<file path="src/rtl/uart_pkg.sv">
// Shared definitions for the buffered UART transmitter: FSM state encoding,
// bit-period computation and the even-parity helper.
package uart_pkg;

  typedef enum logic [2:0] {
    IDLE   = 3'd0,
    START  = 3'd1,
    DATA   = 3'd2,
    PARITY = 3'd3,
    STOP   = 3'd4
  } tx_state_t;

  // Clock cycles per serial bit (integer division, remainder dropped).
  function automatic int unsigned calc_bit_cyc(input int unsigned clk_freq,
                                               input int unsigned baud);
    return clk_freq / baud;
  endfunction

  // Even parity: XOR of all data bits.
  function automatic logic even_parity(input logic [7:0] data);
    return ^data;
  endfunction

endpackage

</file>
<file path="src/rtl/uart_tx_buf_fifo.sv">
// sync_fifo: single-clock FIFO with an extra pointer bit to tell full from
// empty. A write while full is ignored; a read while empty is ignored.
// rd_data shows the head entry whenever the FIFO is non-empty.
module sync_fifo #(
  parameter int WIDTH = 8,
  parameter int DEPTH = 16
) (
  input  logic             clk,
  input  logic             rst_n,
  input  logic             wr_en,
  input  logic [WIDTH-1:0] wr_data,
  input  logic             rd_en,
  output logic [WIDTH-1:0] rd_data,
  output logic             full,
  output logic             empty
);

  localparam int AW = $clog2(DEPTH);

  logic [WIDTH-1:0] mem [DEPTH];
  logic [AW:0]      wr_ptr_r;
  logic [AW:0]      rd_ptr_r;
  logic             do_wr_s;
  logic             do_rd_s;

  assign full    = (wr_ptr_r[AW] != rd_ptr_r[AW]) &&
                   (wr_ptr_r[AW-1:0] == rd_ptr_r[AW-1:0]);
  assign empty   = (wr_ptr_r == rd_ptr_r);
  assign do_wr_s = wr_en && !full;
  assign do_rd_s = rd_en && !empty;
  assign rd_data = mem[rd_ptr_r[AW-1:0]];

  // Pointer update; the natural wrap of the AW+1 bit pointers gives modulo DEPTH.
  always_ff @(posedge clk or negedge rst_n) begin
    if (!rst_n) begin
      wr_ptr_r <= '0;
      rd_ptr_r <= '0;
    end else begin
      if (do_wr_s) wr_ptr_r <= wr_ptr_r + {{AW{1'b0}}, 1'b1};
      if (do_rd_s) rd_ptr_r <= rd_ptr_r + {{AW{1'b0}}, 1'b1};
    end
  end

  // Storage array; contents need no reset because the pointers gate visibility.
  always_ff @(posedge clk) begin
    if (do_wr_s) mem[wr_ptr_r[AW-1:0]] <= wr_data;
  end

endmodule

</file>
<file path="src/rtl/uart_tx_buf.sv">
// uart_tx_buf: byte FIFO in front of an 8N1 UART transmitter.
// Optional feature: define UART_TX_PARITY_EN to insert an even-parity bit
// between the data bits and the stop bit (8E1, 11-bit frame).
module uart_tx_buf
  import uart_pkg::*;
#(
  parameter int unsigned CLK_FREQ   = 32'd50_000_000,
  parameter int unsigned BAUD       = 32'd9600,
  parameter int unsigned FIFO_DEPTH = 32'd16
) (
  input  logic       sclk,
  input  logic       rst_n,
  input  logic       tx_flag,
  input  logic [7:0] tx_data,
  output logic       tx,
  output logic       busy,
  output logic       fifo_full,
  output logic       overflow
);

  localparam int unsigned BIT_CYC = calc_bit_cyc(CLK_FREQ, BAUD);
  localparam int unsigned CW      = (BIT_CYC > 32'd1) ? $clog2(BIT_CYC) : 32'd1;
  localparam logic [CW-1:0] RELOAD  = CW'(BIT_CYC - 32'd1);
  localparam logic [CW-1:0] CNT_ONE = CW'(32'd1);

  tx_state_t   state_r, state_nxt;
  logic [CW-1:0] cnt_r, cnt_nxt;
  logic [2:0]  bit_idx_r, idx_nxt;
  logic [7:0]  shift_r, shift_nxt;
  logic        tx_r, tx_nxt;
  logic        busy_r;
  logic        overflow_r;
  logic        pop_s;
  logic        bit_done_s;
  logic        full_s;
  logic        empty_s;
  logic [7:0]  rd_data_s;

  sync_fifo #(
    .WIDTH (8),
    .DEPTH (FIFO_DEPTH)
  ) u_fifo (
    .clk     (sclk),
    .rst_n   (rst_n),
    .wr_en   (tx_flag),
    .wr_data (tx_data),
    .rd_en   (pop_s),
    .rd_data (rd_data_s),
    .full    (full_s),
    .empty   (empty_s)
  );

  assign bit_done_s = (cnt_r == '0);
  assign tx         = tx_r;
  assign busy       = busy_r;
  assign fifo_full  = full_s;
  assign overflow   = overflow_r;

  // Next-state, bit counter, bit index and FIFO pop decisions.
  always_comb begin
    state_nxt = state_r;
    cnt_nxt   = cnt_r;
    idx_nxt   = bit_idx_r;
    shift_nxt = shift_r;
    pop_s     = 1'b0;
    case (state_r)
      IDLE: begin
        if (!empty_s) begin
          pop_s     = 1'b1;
          shift_nxt = rd_data_s;
          cnt_nxt   = RELOAD;
          state_nxt = START;
        end else begin
          cnt_nxt = '0;
        end
      end
      START: begin
        if (bit_done_s) begin
          cnt_nxt   = RELOAD;
          idx_nxt   = 3'd0;
          state_nxt = DATA;
        end else begin
          cnt_nxt = cnt_r - CNT_ONE;
        end
      end
      DATA: begin
        if (bit_done_s) begin
          cnt_nxt = RELOAD;
          if (bit_idx_r == 3'd7) begin
`ifdef UART_TX_PARITY_EN
            state_nxt = PARITY;
`else
            state_nxt = STOP;
`endif
          end else begin
            idx_nxt = bit_idx_r + 3'd1;
          end
        end else begin
          cnt_nxt = cnt_r - CNT_ONE;
        end
      end
`ifdef UART_TX_PARITY_EN
      PARITY: begin
        if (bit_done_s) begin
          cnt_nxt   = RELOAD;
          state_nxt = STOP;
        end else begin
          cnt_nxt = cnt_r - CNT_ONE;
        end
      end
`endif
      STOP: begin
        if (bit_done_s) begin
          if (!empty_s) begin
            // Chain the next frame straight from the stop bit, no idle gap.
            pop_s     = 1'b1;
            shift_nxt = rd_data_s;
            cnt_nxt   = RELOAD;
            state_nxt = START;
          end else begin
            cnt_nxt   = '0;
            state_nxt = IDLE;
          end
        end else begin
          cnt_nxt = cnt_r - CNT_ONE;
        end
      end
      default: begin
        cnt_nxt   = '0;
        state_nxt = IDLE;
      end
    endcase
  end

  // Line level for the current state; registered below so tx never glitches.
  always_comb begin
    tx_nxt = 1'b1;
    case (state_r)
      IDLE:  tx_nxt = 1'b1;
      START: tx_nxt = 1'b0;
      DATA:  tx_nxt = shift_r[bit_idx_r];
`ifdef UART_TX_PARITY_EN
      PARITY: tx_nxt = even_parity(shift_r);
`endif
      STOP:  tx_nxt = 1'b1;
      default: tx_nxt = 1'b1;
    endcase
  end

  // FSM registers and registered outputs; reset aborts any frame at once.
  always_ff @(posedge sclk or negedge rst_n) begin
    if (!rst_n) begin
      state_r    <= IDLE;
      cnt_r      <= '0;
      bit_idx_r  <= 3'd0;
      shift_r    <= 8'd0;
      tx_r       <= 1'b1;
      busy_r     <= 1'b0;
      overflow_r <= 1'b0;
    end else begin
      state_r   <= state_nxt;
      cnt_r     <= cnt_nxt;
      bit_idx_r <= idx_nxt;
      shift_r   <= shift_nxt;
      tx_r      <= tx_nxt;
      busy_r    <= (state_r != IDLE) || !empty_s;
      if (tx_flag && full_s) overflow_r <= 1'b1;
    end
  end

endmodule

</file>
<file path="config.mk">
export PLATFORM = sky130hd
export DESIGN_NAME = uart_tx_buf
export DESIGN_NICKNAME = d
export VERILOG_FILES = /design/src/rtl/uart_pkg.sv /design/src/rtl/uart_tx_buf_fifo.sv /design/src/rtl/uart_tx_buf.sv
export SDC_FILE = /design/constraint.sdc
export NUM_CORES = 1
export LEC_CHECK = 0
export ABC_AREA = 0
export BUFFER_PORTS_ARGS = -buffer_cell sky130_fd_sc_hd__buf_2
export CAP_MARGIN = 5
export CORE_ASPECT_RATIO = 2
export CORE_MARGIN = 4
export CORE_UTILIZATION = 62
export DETAILED_ROUTE_END_ITERATION = 7
export PLACE_DENSITY = 0.79
export SETUP_SLACK_MARGIN = 0.4
export SYNTH_ARGS = -nofsm -noshare
export SYNTH_HDL_FRONTEND = slang
export SYNTH_SLANG_ARGS = --single-unit
export TNS_END_PERCENT = 10
</file>
<file path="constraint.sdc">
create_clock -name sclk -period 3.2 [get_ports sclk]
set_input_delay 0 -clock sclk [delete_from_list [all_inputs] [get_ports sclk]]
set_output_delay 0 -clock sclk [all_outputs]
set_load 0.02 [all_outputs]
</file>
==> reports/results.ini <==
[run_status]
run_status=completed

[grt]
overflow=0
grt_pass1_wl_um=24500
grt_max_degree=41
antenna_found_initial=0
grt_pass1_vias=4085
grt.total_usage_pct=25.0

[floorplanning]
die_x_um=84.6
start_util_pct=63.8
core.rowCount=55
die_h_um=161
num_io_pins=15
coreArea_sq_um=11400
fp.dieArea_sq_um=13700

[setup_path]
worstPathArrival_ps=2810
r2r_setup_slack_ps=430
cp_slowest_cell=nor4b_2
cp_max_fo=15
r2r_end=u_fifo.mem[2][3]$_DFFE_PP_
cp.required_ps=3240
start_kind=register
r2r_start=u_fifo.wr_ptr_r[3]$_DFFE_PN0P_
cp_cell_sequence=xor2_1 -> nor4_4 -> and2_1 -> nand2b_1 -> nor4b_2
crit_type=reg -> reg
critPathCaptureType=register
crit_path_max_incr_delay_ps=830
worst_r2r_path_depth=5

[sta]
final_max_slew_viol_count=0
final.min_clock_period_ps=2770
worst_pin_slew_ps=952
slew_headroom_pct=36.4
hold_slack_ps=15.6
setup-violations-final=0
rsz0062_at_grt=true
fin_crit_sh_pct=86.5
fin_setup_tns_ps=0
max_freq_ghz=0.361
worst_clock_skew_ps=11.1
hold_viol=0

[routing]
postRouteAntennaNets=0
routed_wl_um=15800
via_per_inst=6.56
first_pass_iters=7
wl_per_cell_um=26.4
drt_iter0_markers=334
vias=3942
drc=0

[placement]
dp_hpwl_um=11000
gp_congestion=0.855
place_area_sq_um=7500
placement.io_buffers=14

[clocking]
cts.sinks=168
cts_max_level=4
clk_pin_slew_ps=60
clk-insertion-delay-late_ps=430
post_cts_resized=0
root_buffer=clkbuf_16
cts_tree=built
cts_buffer_depth=2
cts_buffers=17

[layout]
areaGrowthSynthToFinish_pct=12.1
layout_common_cells=edfxtp_1 (128), dfrtp_1 (38), mux4_2 (29)
drive_gt1_share_pct=23.7
nets=467
diodes=0
n_fill_cell=735
final_common_cell=edfxtp_1
final_cell_area_sq_um=8170

[synthesis]
netlist_area_sq_um=7280
async_reset_ff_share_pct=23.8
synth_warnings=0
synth_fp_nets=433
seq_area_frac_synth_pct=66.5
ys_types=57
synthFlopType=edfxtp_1
syn_area_per_cell_sq_um=17.6
synthCells=413
ys_ff_latch=168
synth_edf_count=128

[worst_hold_path]
holdPathEnd=u_fifo.mem[10][2]$_DFFE_PP_
hp-start=tx_data[2]
holdPathStages=1
hold_class=in -> reg

[pwr]
p_per_area_nw_per_um2=798
ir_drop_v=0.000608
p_total_mw=6.51
power_leakage_nw=2.88

[flow_run]
maxCapViolCount=0

[flip-flops by register name, indices dropped and copies added (netlist names)]
register	flops
u_fifo.mem	128
cnt_r	13
shift_r	8
u_fifo.rd_ptr_r	5
u_fifo.wr_ptr_r	5
bit_idx_r	3
state_r	3
busy	1
overflow	1
tx	1
[synthesized netlist by cell type (3+ instances only)]
cell,number,share of area (%)
edfxtp_1,128,53
dfrtp_1,39,13
mux4_2,29,9.0
nor2_1,22,1.1
xnor2_1,14,1.7
a21oi_1,13,0.89
mux4_1,13,4.7
o21ai_0,10,0.69
clkbuf_1,9,0.46
ha_1,9,1.5
inv_1,9,0.46
mux2_2,9,1.4
nand2_1,8,0.41
xor2_1,7,0.84
and2_1,6,0.52
nand4_1,5,0.43
nor3_1,5,0.34
nor3b_1,5,0.52
o211ai_1,5,0.52
buf_6,4,0.62
nor4b_1,4,0.48
a31oi_1,3,0.26
and3_1,3,0.26
buf_2,3,0.21
nand3_1,3,0.21
nand3b_1,3,0.31
nor2b_1,3,0.26
nor4_1,3,0.26
o31ai_1,3,0.31
[through the flow]
stage | utilization [%] | setup WS [ps] | instances
2_1_floorplan | - | 490 | 413
3_3_place_gp | 65.7 | 596 | 561
3_5_place_dp | 65.7 | 453 | 561
4_1_cts | 71.5 | 425 | 601
5_1_grt | 71.5 | 242 | 601
6_report | 71.5 | 431 | 601
[critical path: cells and delay by family, from the launching register on]
| kind | cells | cell delay, ps |
|---|---|---|
| DFF | 1 | 690 |
| xor gates and xnor gates | 1 | 310 |
| and+or+nand+nor | 4 | 1390 |
[what timing repair did]
item / CTS / global route
setup buffers: 0 / 0
endpoints found under the hold margin: 145 / 0
endpoints found under the setup margin: 0 / 24
hold buffers: 9 / 0
[metal layers]
layer / wire length, um / up-vias / global-route usage (%)
li1: - / 1716 / -
met1: 5370 / 2050 / 26.9
met2: 9200 / 133 / 46.4
met3: 604 / 43 / 4.80
met4: 659 / 0 / 11.5
met5: 0 / - / 0
[worst max path at each step]
stage	from	to	slack (ps)	cells after the start
final	u_fifo.wr_ptr_r[3]$_DFFE_PN0P_	u_fifo.mem[2][3]$_DFFE_PP_	430	5
after global routing	u_fifo.wr_ptr_r[3]$_DFFE_PN0P_	u_fifo.mem[2][3]$_DFFE_PP_	240	5
after CTS	u_fifo.wr_ptr_r[3]$_DFFE_PN0P_	u_fifo.mem[2][3]$_DFFE_PP_	420	5
after detailed placement	u_fifo.wr_ptr_r[3]$_DFFE_PN0P_	u_fifo.mem[2][2]$_DFFE_PP_	450	5
after global placement	u_fifo.wr_ptr_r[3]$_DFFE_PN0P_	u_fifo.mem[2][2]$_DFFE_PP_	600	5
after floorplan	u_fifo.rd_ptr_r[0]$_DFFE_PN0P_	u_fifo.mem[1][0]$_DFFE_PP_	490	6
[final cells by class]
type	count	area, sq um	share of cell area [%]
clock buffer	18	429	5.26
clock inverter	13	146	1.79
inverter	9	33.8	0.414
multi-input combinational	216	2280	27.9
sequential	168	4850	59.4
tap	142	178	2.18
timing repair buffer	35	250	3.06
[logic make-up after synthesis]
group / after synthesis / share of synthesized area (%)
AO/OA/AOI/OAI: 48 / 4.45
XOR/XNOR: 21 / 2.52
adder cells (fa/ha/maj): 9 / 1.55
buffers and inverters: 29 / 2.49
flip-flops: 168 / 66.5
multiplexers: 53 / 15.3
AND/OR/NAND/NOR: 85 / 7.13
[where the power goes]
part	leakage (nW)	total (mW)	internal [mW]	switching, mW
sequential	1.64	3.00	2.67	0.330
clock	0.283	1.99	1.15	0.838
combinational	0.955	1.52	0.729	0.789
Note: power is estimated with default switching activity, not from simulation.
